===== src/rtl/mem_stage_if.sv =====
// EX/MEM inputs, forwarding probes, data-memory bus and MEM/WB outputs of the memory stage.
// Pure signal bundle; no logic or latency of its own.
// Backpressure is carried by stall (stage -> hazard unit) and dmem_ack (memory -> stage).
interface mem_stage_if;
   // EX/MEM pipeline register and hazard-unit control
   logic        we;
   logic        is_branch;
   logic [31:0] pc_branch;
   logic        alu_zero;
   logic        mem_read;
   logic        mem_write;
   logic        mem_type;
   logic        mem_to_reg;
   logic [31:0] alu_out;
   logic [31:0] data_t;
   logic [4:0]  reg_addr;
   logic        reg_write;
   // branch resolution, stall and forwarding probes
   logic        branch_taken;
   logic [31:0] pc_branch_out;
   logic        stall;
   logic [4:0]  reg_probe;
   logic [31:0] data_probe;
   logic        write_probe;
   // data-memory bus
   logic        dmem_req;
   logic        dmem_we;
   logic [31:0] dmem_addr;
   logic [31:0] dmem_wdata;
   logic [3:0]  dmem_be;
   logic [31:0] dmem_rdata;
   logic        dmem_ack;
   logic        bus_error;
   // MEM/WB pipeline register
   logic        reg_write_out;
   logic        mem_to_reg_out;
   logic [4:0]  reg_addr_out;
   logic [31:0] alu_result_out;
   logic [31:0] mem_data_out;

   // Stage side
   modport master (
      input  we, is_branch, pc_branch, alu_zero, mem_read, mem_write, mem_type,
             mem_to_reg, alu_out, data_t, reg_addr, reg_write, dmem_rdata, dmem_ack,
      output branch_taken, pc_branch_out, stall, reg_probe, data_probe, write_probe,
             dmem_req, dmem_we, dmem_addr, dmem_wdata, dmem_be, bus_error,
             reg_write_out, mem_to_reg_out, reg_addr_out, alu_result_out, mem_data_out
   );

   // Environment side (EX stage, hazard unit, data memory, WB stage)
   modport slave (
      output we, is_branch, pc_branch, alu_zero, mem_read, mem_write, mem_type,
             mem_to_reg, alu_out, data_t, reg_addr, reg_write, dmem_rdata, dmem_ack,
      input  branch_taken, pc_branch_out, stall, reg_probe, data_probe, write_probe,
             dmem_req, dmem_we, dmem_addr, dmem_wdata, dmem_be, bus_error,
             reg_write_out, mem_to_reg_out, reg_addr_out, alu_result_out, mem_data_out
   );
endinterface


===== src/rtl/mem_stage.sv =====
// Memory-access pipeline stage: branch resolve, byte/word dmem access with timeout, MEM/WB register.
// Latency: 1 request cycle + ack latency + 1 DONE cycle for memory ops; non-memory ops register in 1 cycle.
// Backpressure: stall held while an access is in flight; MEM/WB only advances on we with stall low.
module mem_stage #(
   parameter int TIMEOUT = 16,
   parameter int CNT_W   = 5
) (
   input  logic         clk,
   input  logic         reset,
   mem_stage_if.master  bus
);

   typedef enum logic [1:0] {IDLE, WAIT, DONE} state_t;

   state_t      state_q, state_d;
   logic [CNT_W-1:0] cnt_q, cnt_d;
   logic        err_q, err_d;
   logic        req_q, req_d;
   logic        bwe_q, bwe_d;
   logic [31:0] addr_q, addr_d;
   logic [31:0] wdata_q, wdata_d;
   logic [3:0]  be_q, be_d;
   logic        berr_q, berr_d;
   logic [31:0] ldat_q, ldat_d;
   logic        wb_rw_q, wb_rw_d;
   logic        wb_m2r_q, wb_m2r_d;
   logic [4:0]  wb_ra_q, wb_ra_d;
   logic [31:0] wb_alu_q, wb_alu_d;
   logic [31:0] wb_mem_q, wb_mem_d;
   logic        stall_c;

   logic        access, is_store, misaligned;
   logic [1:0]  lane;
   logic [7:0]  rd_byte;
   logic [31:0] ld_fmt, st_wdata;
   logic [3:0]  st_be;

   // Simultaneous read and write resolves to a read.
   assign access     = bus.mem_read | bus.mem_write;
   assign is_store   = bus.mem_write & ~bus.mem_read;
   assign lane       = bus.alu_out[1:0];
   assign misaligned = ~bus.mem_type & (lane != 2'b00);

   // Little-endian byte-lane formatting for stores and loads
   always_comb begin
      rd_byte = bus.dmem_rdata[7:0];
      case (lane)
         2'd0: rd_byte = bus.dmem_rdata[7:0];
         2'd1: rd_byte = bus.dmem_rdata[15:8];
         2'd2: rd_byte = bus.dmem_rdata[23:16];
         2'd3: rd_byte = bus.dmem_rdata[31:24];
         default: rd_byte = bus.dmem_rdata[7:0];
      endcase
      if (bus.mem_type) begin
         st_be    = 4'b0001 << lane;
         st_wdata = {4{bus.data_t[7:0]}};
         ld_fmt   = {{24{rd_byte[7]}}, rd_byte};
      end else begin
         st_be    = 4'hF;
         st_wdata = bus.data_t;
         ld_fmt   = bus.dmem_rdata;
      end
   end

   // Next-state, stall and register updates for the IDLE/WAIT/DONE access sequencer
   always_comb begin
      state_d  = state_q;
      cnt_d    = cnt_q;
      err_d    = err_q;
      req_d    = req_q;
      bwe_d    = bwe_q;
      addr_d   = addr_q;
      wdata_d  = wdata_q;
      be_d     = be_q;
      berr_d   = 1'b0;
      ldat_d   = ldat_q;
      wb_rw_d  = wb_rw_q;
      wb_m2r_d = wb_m2r_q;
      wb_ra_d  = wb_ra_q;
      wb_alu_d = wb_alu_q;
      wb_mem_d = wb_mem_q;
      stall_c  = 1'b0;
      case (state_q)
         IDLE: begin
            if (access) begin
               stall_c = 1'b1;
               ldat_d  = 32'h0;
               if (misaligned) begin
                  // No bus cycle: flag the error and retire with writeback suppressed.
                  state_d = DONE;
                  berr_d  = 1'b1;
                  err_d   = 1'b1;
               end else begin
                  state_d = WAIT;
                  req_d   = 1'b1;
                  bwe_d   = is_store;
                  addr_d  = {bus.alu_out[31:2], 2'b00};
                  wdata_d = st_wdata;
                  be_d    = st_be;
                  cnt_d   = '0;
                  err_d   = 1'b0;
               end
            end else if (bus.we) begin
               wb_rw_d  = bus.reg_write;
               wb_m2r_d = bus.mem_to_reg;
               wb_ra_d  = bus.reg_addr;
               wb_alu_d = bus.alu_out;
               wb_mem_d = 32'h0;
            end
         end
         WAIT: begin
            stall_c = 1'b1;
            if (bus.dmem_ack) begin
               ldat_d  = bus.mem_read ? ld_fmt : 32'h0;
               req_d   = 1'b0;
               state_d = DONE;
            end else if (cnt_q == CNT_W'(TIMEOUT - 1)) begin
               req_d   = 1'b0;
               berr_d  = 1'b1;
               err_d   = 1'b1;
               state_d = DONE;
            end else begin
               cnt_d = cnt_q + CNT_W'(1);
            end
         end
         DONE: begin
            if (bus.we) begin
               wb_rw_d  = bus.reg_write & ~err_q;
               wb_m2r_d = bus.mem_to_reg;
               wb_ra_d  = bus.reg_addr;
               wb_alu_d = bus.alu_out;
               wb_mem_d = ldat_q;
               err_d    = 1'b0;
               state_d  = IDLE;
            end
         end
         default: state_d = IDLE;
      endcase
   end

   // State, bus and MEM/WB registers with asynchronous clear
   always_ff @(posedge clk or posedge reset) begin
      if (reset) begin
         state_q  <= IDLE;
         cnt_q    <= '0;
         err_q    <= 1'b0;
         req_q    <= 1'b0;
         bwe_q    <= 1'b0;
         addr_q   <= 32'h0;
         wdata_q  <= 32'h0;
         be_q     <= 4'h0;
         berr_q   <= 1'b0;
         ldat_q   <= 32'h0;
         wb_rw_q  <= 1'b0;
         wb_m2r_q <= 1'b0;
         wb_ra_q  <= 5'h0;
         wb_alu_q <= 32'h0;
         wb_mem_q <= 32'h0;
      end else begin
         state_q  <= state_d;
         cnt_q    <= cnt_d;
         err_q    <= err_d;
         req_q    <= req_d;
         bwe_q    <= bwe_d;
         addr_q   <= addr_d;
         wdata_q  <= wdata_d;
         be_q     <= be_d;
         berr_q   <= berr_d;
         ldat_q   <= ldat_d;
         wb_rw_q  <= wb_rw_d;
         wb_m2r_q <= wb_m2r_d;
         wb_ra_q  <= wb_ra_d;
         wb_alu_q <= wb_alu_d;
         wb_mem_q <= wb_mem_d;
      end
   end

   assign bus.branch_taken   = bus.is_branch & bus.alu_zero;
   assign bus.pc_branch_out  = bus.pc_branch;
   assign bus.stall          = stall_c;
   assign bus.reg_probe      = bus.reg_addr;
   assign bus.data_probe     = bus.alu_out;
   assign bus.write_probe    = bus.reg_write & ~bus.mem_to_reg;
   assign bus.dmem_req       = req_q;
   assign bus.dmem_we        = bwe_q;
   assign bus.dmem_addr      = addr_q;
   assign bus.dmem_wdata     = wdata_q;
   assign bus.dmem_be        = be_q;
   assign bus.bus_error      = berr_q;
   assign bus.reg_write_out  = wb_rw_q;
   assign bus.mem_to_reg_out = wb_m2r_q;
   assign bus.reg_addr_out   = wb_ra_q;
   assign bus.alu_result_out = wb_alu_q;
   assign bus.mem_data_out   = wb_mem_q;

endmodule


===== src/flat_wrapper.sv =====
// flat-port wrapper written by rule: the top's interface ports become plain ports
module mem_stage_flat 
#(
   parameter int TIMEOUT = 16,
   parameter int CNT_W   = 5
)
  (clk, reset, bus_we, bus_is_branch, bus_pc_branch, bus_alu_zero, bus_mem_read, bus_mem_write, bus_mem_type, bus_mem_to_reg, bus_alu_out, bus_data_t, bus_reg_addr, bus_reg_write, bus_dmem_rdata, bus_dmem_ack, bus_branch_taken, bus_pc_branch_out, bus_stall, bus_reg_probe, bus_data_probe, bus_write_probe, bus_dmem_req, bus_dmem_we, bus_dmem_addr, bus_dmem_wdata, bus_dmem_be, bus_bus_error, bus_reg_write_out, bus_mem_to_reg_out, bus_reg_addr_out, bus_alu_result_out, bus_mem_data_out);
  mem_stage_if bus_i ();
  input  logic clk;
  input  logic reset;
  input wire logic [$bits(bus_i.we)-1:0] bus_we;
  input wire logic [$bits(bus_i.is_branch)-1:0] bus_is_branch;
  input wire logic [$bits(bus_i.pc_branch)-1:0] bus_pc_branch;
  input wire logic [$bits(bus_i.alu_zero)-1:0] bus_alu_zero;
  input wire logic [$bits(bus_i.mem_read)-1:0] bus_mem_read;
  input wire logic [$bits(bus_i.mem_write)-1:0] bus_mem_write;
  input wire logic [$bits(bus_i.mem_type)-1:0] bus_mem_type;
  input wire logic [$bits(bus_i.mem_to_reg)-1:0] bus_mem_to_reg;
  input wire logic [$bits(bus_i.alu_out)-1:0] bus_alu_out;
  input wire logic [$bits(bus_i.data_t)-1:0] bus_data_t;
  input wire logic [$bits(bus_i.reg_addr)-1:0] bus_reg_addr;
  input wire logic [$bits(bus_i.reg_write)-1:0] bus_reg_write;
  input wire logic [$bits(bus_i.dmem_rdata)-1:0] bus_dmem_rdata;
  input wire logic [$bits(bus_i.dmem_ack)-1:0] bus_dmem_ack;
  output wire logic [$bits(bus_i.branch_taken)-1:0] bus_branch_taken;
  output wire logic [$bits(bus_i.pc_branch_out)-1:0] bus_pc_branch_out;
  output wire logic [$bits(bus_i.stall)-1:0] bus_stall;
  output wire logic [$bits(bus_i.reg_probe)-1:0] bus_reg_probe;
  output wire logic [$bits(bus_i.data_probe)-1:0] bus_data_probe;
  output wire logic [$bits(bus_i.write_probe)-1:0] bus_write_probe;
  output wire logic [$bits(bus_i.dmem_req)-1:0] bus_dmem_req;
  output wire logic [$bits(bus_i.dmem_we)-1:0] bus_dmem_we;
  output wire logic [$bits(bus_i.dmem_addr)-1:0] bus_dmem_addr;
  output wire logic [$bits(bus_i.dmem_wdata)-1:0] bus_dmem_wdata;
  output wire logic [$bits(bus_i.dmem_be)-1:0] bus_dmem_be;
  output wire logic [$bits(bus_i.bus_error)-1:0] bus_bus_error;
  output wire logic [$bits(bus_i.reg_write_out)-1:0] bus_reg_write_out;
  output wire logic [$bits(bus_i.mem_to_reg_out)-1:0] bus_mem_to_reg_out;
  output wire logic [$bits(bus_i.reg_addr_out)-1:0] bus_reg_addr_out;
  output wire logic [$bits(bus_i.alu_result_out)-1:0] bus_alu_result_out;
  output wire logic [$bits(bus_i.mem_data_out)-1:0] bus_mem_data_out;
  assign bus_i.we = bus_we;
  assign bus_i.is_branch = bus_is_branch;
  assign bus_i.pc_branch = bus_pc_branch;
  assign bus_i.alu_zero = bus_alu_zero;
  assign bus_i.mem_read = bus_mem_read;
  assign bus_i.mem_write = bus_mem_write;
  assign bus_i.mem_type = bus_mem_type;
  assign bus_i.mem_to_reg = bus_mem_to_reg;
  assign bus_i.alu_out = bus_alu_out;
  assign bus_i.data_t = bus_data_t;
  assign bus_i.reg_addr = bus_reg_addr;
  assign bus_i.reg_write = bus_reg_write;
  assign bus_i.dmem_rdata = bus_dmem_rdata;
  assign bus_i.dmem_ack = bus_dmem_ack;
  assign bus_branch_taken = bus_i.branch_taken;
  assign bus_pc_branch_out = bus_i.pc_branch_out;
  assign bus_stall = bus_i.stall;
  assign bus_reg_probe = bus_i.reg_probe;
  assign bus_data_probe = bus_i.data_probe;
  assign bus_write_probe = bus_i.write_probe;
  assign bus_dmem_req = bus_i.dmem_req;
  assign bus_dmem_we = bus_i.dmem_we;
  assign bus_dmem_addr = bus_i.dmem_addr;
  assign bus_dmem_wdata = bus_i.dmem_wdata;
  assign bus_dmem_be = bus_i.dmem_be;
  assign bus_bus_error = bus_i.bus_error;
  assign bus_reg_write_out = bus_i.reg_write_out;
  assign bus_mem_to_reg_out = bus_i.mem_to_reg_out;
  assign bus_reg_addr_out = bus_i.reg_addr_out;
  assign bus_alu_result_out = bus_i.alu_result_out;
  assign bus_mem_data_out = bus_i.mem_data_out;
  mem_stage #(.TIMEOUT(TIMEOUT), .CNT_W(CNT_W)) u_core (.clk(clk), .reset(reset), .bus(bus_i));
endmodule

===== config.mk =====
export PLATFORM = sky130hd
export DESIGN_NAME = mem_stage_flat
export DESIGN_NICKNAME = d
export VERILOG_FILES = /design/src/rtl/mem_stage_if.sv /design/src/rtl/mem_stage.sv /design/src/flat_wrapper.sv
export SDC_FILE = /design/constraint.sdc
export NUM_CORES = 1
export LEC_CHECK = 0
export ABC_AREA = 1
export BUFFER_PORTS_ARGS = -buffer_cell sky130_fd_sc_hd__buf_2
export CAP_MARGIN = 20
export CORE_AREA = 2 2 137 139
export CTS_CLUSTER_DIAMETER = 120
export DETAILED_ROUTE_END_ITERATION = 10
export DIE_AREA = 0 0 139 141
export PLACE_DENSITY = 0.77
export SLEW_MARGIN = 25
export SYNTH_ARGS = -nofsm -noshare
export SYNTH_HDL_FRONTEND = slang
export SYNTH_SLANG_ARGS = --single-unit

===== constraint.sdc =====
create_clock -name clk -period 16.9 [get_ports clk]
set_input_delay 3.38 -clock clk [delete_from_list [all_inputs] [get_ports clk]]
set_output_delay 3.38 -clock clk [all_outputs]
set_load 0.02 [all_outputs]

==> summary.txt <==
Power and ir drop
  • Int Power: 1.024 mW
  • Maximum vdd ir drop: 0.09513 mV
  • Share of total power in combinational logic: 39.4%
  • Sw Ratio: 42.74%
  • Leakage power: 5.519 nW
  • PnR Total Power: 1.789 mW
  • Pwr dens: 180.2 nW/um^2
  • Sw Pwr: 764.6 uW
  • Clock share of power: 23.1%
  • Flop pwr share: 37.4%

Global routing
  • GRT busiest layer: met2
  • Grt total ovfl: 0
  • Vias in the first global route: 6758
  • First-pass GRT wire length: 34.45 mm
  • Initial antenna violation count: 1
  • GR Util met2: 36.84%
  • Total GRT Usage: 21.84%
  • Largest net degree at the start of global routing: 111
  • Met1 GRT Util: 27.99%
  • Met3 Resource Use GR: 5.842%

Timing
  • Final period util: 45.93%
  • Layout Skew: 0.01254 ns
  • Fin. Hold Viols: 0
  • Final worst path period need: 7.762 ns
  • RSZ-0062 raised after global routing: no
  • Slew @ Worst Pin: 0.9079 ns
  • Slew Limit Fails: 0
  • Fmax: 0.1288 GHz
  • Final setup TNS: 0 ns
  • Final setup viols: 0
  • Rel. slew slack: 39.10%

Floorplanning
  • Die H: 141 microns
  • Rows: 50
  • Die extent in x: 139 microns
  • Core ar.: 18270 sq um
  • Io pins: 358
  • Die ar.: 19600 sq um
  • Initial Util: 45.34%

Detailed routing
  • Avg Vias per Cell: 4.919
  • Final wirelength: 21.15 mm
  • TritonRoute pass-1 iters: 5
  • Post-route ant nets: 0
  • DR iter-0 viols: 478
  • Residual DRC count: 0
  • Vias: 6955
  • Mean routed wirelength per cell: 14.96 microns

Worst setup path
  • Worst Reg2Reg Path Length in Cells: 9
  • CP Depth: 6
  • Crit. End Element: output port
  • Crit path launch type: input port
  • Worst path slowest cell: nand2_2
  • Worst Path Arrival: 4.38 ns
  • Crit path cell chain: buf_2 > inv_2 > nand2_1 > nand2_2 > nand2_1 > buf_2
  • Buffers & Inverters on Critical Path: 3
  • CP delay by family, top: simple AND/OR/NAND/NOR gates
  • WS Path Type: input port to output port
  • CP max FO: 29
  • Critical Path Max Stage Delay: 0.48 ns
  • Required @ worst endpoint: 13.52 ns

CTS
  • # resized after CTS: 0
  • Clock Tree Buf Depth: 2
  • Post-CTS setup buffer count: 0
  • CTS sink count: 180
  • Root Driver: clkbuf_16
  • Clock slew at reported path FFs: 0.07 ns
  • # hold bufs at CTS: 0
  • H-tree Lvls: 4
  • Clock latency on the worst-skew pair: 0.43 ns
  • Clock tree from TritonCTS: done
  • Inserted Clock Buffers: 17

Layout
  • # fillers: 1670
  • Final Net Count: 1316
  • Area growth syn-to-layout: 19.90%
  • Share of cells above drive strength 1: 30.20%
  • Fin util: 54.36%

Synthesis
  • Post-Syn Instances: 966
  • Post-synth EDFFs: 0
  • YS warnings: 0
  • Post-synth top area share: 54.39%
  • Post-synthesis area per instance: 8.573 sq um
  • Top FF cell, synth: dfrtp_1
  • Top post-synthesis cells by area: dfrtp_1, nand2_1, buf_4
  • Post-synthesis instance area: 8282 sq um
  • FF+latch count, synth: 180
  • Count of cell types in the netlist: 25
  • Sequential fraction of the synthesis area: 54.39%
  • Ys async rst share: 100.0%
  • Yosys top cell by area: dfrtp_1

Worst hold path
  • Hold Path Depth: 2
  • Hold crit path type: register to register

Flow run
  • Max-Cap Viols: 0

Placed design
  • Port Buffers: 291
  • RD Place Congestion: 0.8644
  • Hpwl dp: 15.02 mm

Outcome
  • Outcome: completed
## cell type report
| class | instances | area (sq um) | area share (%) |
|---|---|---|---|
| flip-flops and latches | 180 | 4504 | 45.36 |
| multi-input cells | 601 | 2741 | 27.61 |
| repair buffers | 295 | 1494 | 15.05 |
| clock buffers | 17 | 425.4 | 4.284 |
| well taps | 234 | 292.8 | 2.949 |
| inverters | 71 | 274.0 | 2.760 |
| clock inverters | 15 | 195.2 | 1.966 |
| diodes | 1 | 2.502 | 0.02520 |
## power by group through the flow
stage	sequential (mW)	combinational, mW	clock [mW]
3_3_place_gp	0.672	0.698	0
3_5_place_dp	0.676	0.712	0
5_1_grt	0.690	0.777	0.440
2_1_floorplan	0.844	0.320	0
6_report	0.670	0.705	0.414
4_1_cts	0.671	0.713	0.422
## final timing paths
kind	start	end	slack (ns)
min in group asynchronous	reset	u_core.bus.dmem_addr[12]	3.04
setup / recovery	bus_mem_read	bus_stall	9.14
hold reg to reg	u_core.bus.mem_data_out[28]	u_core.bus.mem_data_out[28]	0.47
hold / removal	u_core.bus.mem_data_out[28]	u_core.bus.mem_data_out[28]	0.47
max in group asynchronous	reset	u_core.cnt_q[3]	12.66
setup reg to reg	u_core.state_q[0]	u_core.bus.dmem_addr[8]	13.76
## kinds of logic after synthesis
kind of cell | count (synthesis) | share of synthesized area (%)
AOI/OAI and AO/OA | 137 | 9.140
adders and majority gates | 6 | 0.9065
buffers and inverters | 186 | 12.66
DFF | 180 | 54.39
other | 1 | 0.04528
and+or+nand+nor | 456 | 22.86
## cells in the mapped netlist, types with 2 or more instances
| library cell | number |
|---|---|
| or2_2 | 16 |
| buf_4 | 86 |
| inv_1 | 67 |
| nand4_1 | 2 |
| o21ai_0 | 49 |
| nor2_1 | 39 |
| o21a_1 | 24 |
| nor2_4 | 4 |
| o21ai_1 | 60 |
| nand2_2 | 3 |
| clkbuf_1 | 9 |
| nand2_1 | 317 |
| ha_1 | 6 |
| dfrtp_1 | 180 |
| nand3_1 | 73 |
| buf_2 | 19 |
| inv_2 | 4 |
## through the flow
step                      area [sq um]  hold slack [ns]  worst slack (ns)  cells
final                             9930           0.4689             9.138   1414
after detailed placement          9296           0.4539             9.123   1381
after floorplan                   8285           0.4415             8.633    967
after global routing              9927           0.4928             9.014   1413
after CTS                         9917           0.4729             9.120   1413
after global placement            9296           0.4504             9.117   1381
## worst min-delay path, stage by stage, from the launching register on
cell and delay (ns):
dfrtp_1 0.34, nand2_1 0.05, nand2_1 0.05
## routing by layer
metal / part of all wire [%] / vias up / routed length [microns]
met2: 48 / 272 / 10250
met3: 7.7 / 21 / 1626
met1: 43 / 3270 / 8996
li1: - / 3392 / -
met5: 0 / - / 0
met4: 1.3 / 0 / 277
## cells in the final DEF (no fill, tap or decap), types with 3 or more instances in the layout
cell type and n:
o21a_1 24, dfrtp_1 180, buf_2 291, nand2_2 3, or2_2 16, nor2_1 39, nand2_1 317, o21ai_0 49
inv_1 65, nand3_1 73, inv_2 4, nor2_4 4, o21ai_1 60, inv_8 7, ha_1 6, clkbuf_16 17
## sequential cells by signal, indices dropped and copies added (netlist names), 4 cells and up
register / flops
u_core.bus.alu_result_out: 32
u_core.cnt_q: 5
u_core.bus.dmem_addr: 30
u_core.bus.mem_data_out: 32
u_core.bus.reg_addr_out: 5
u_core.bus.dmem_be: 4
u_core.bus.dmem_wdata: 32
u_core.ldat_q: 32
(Power assumes the default switching activity.)
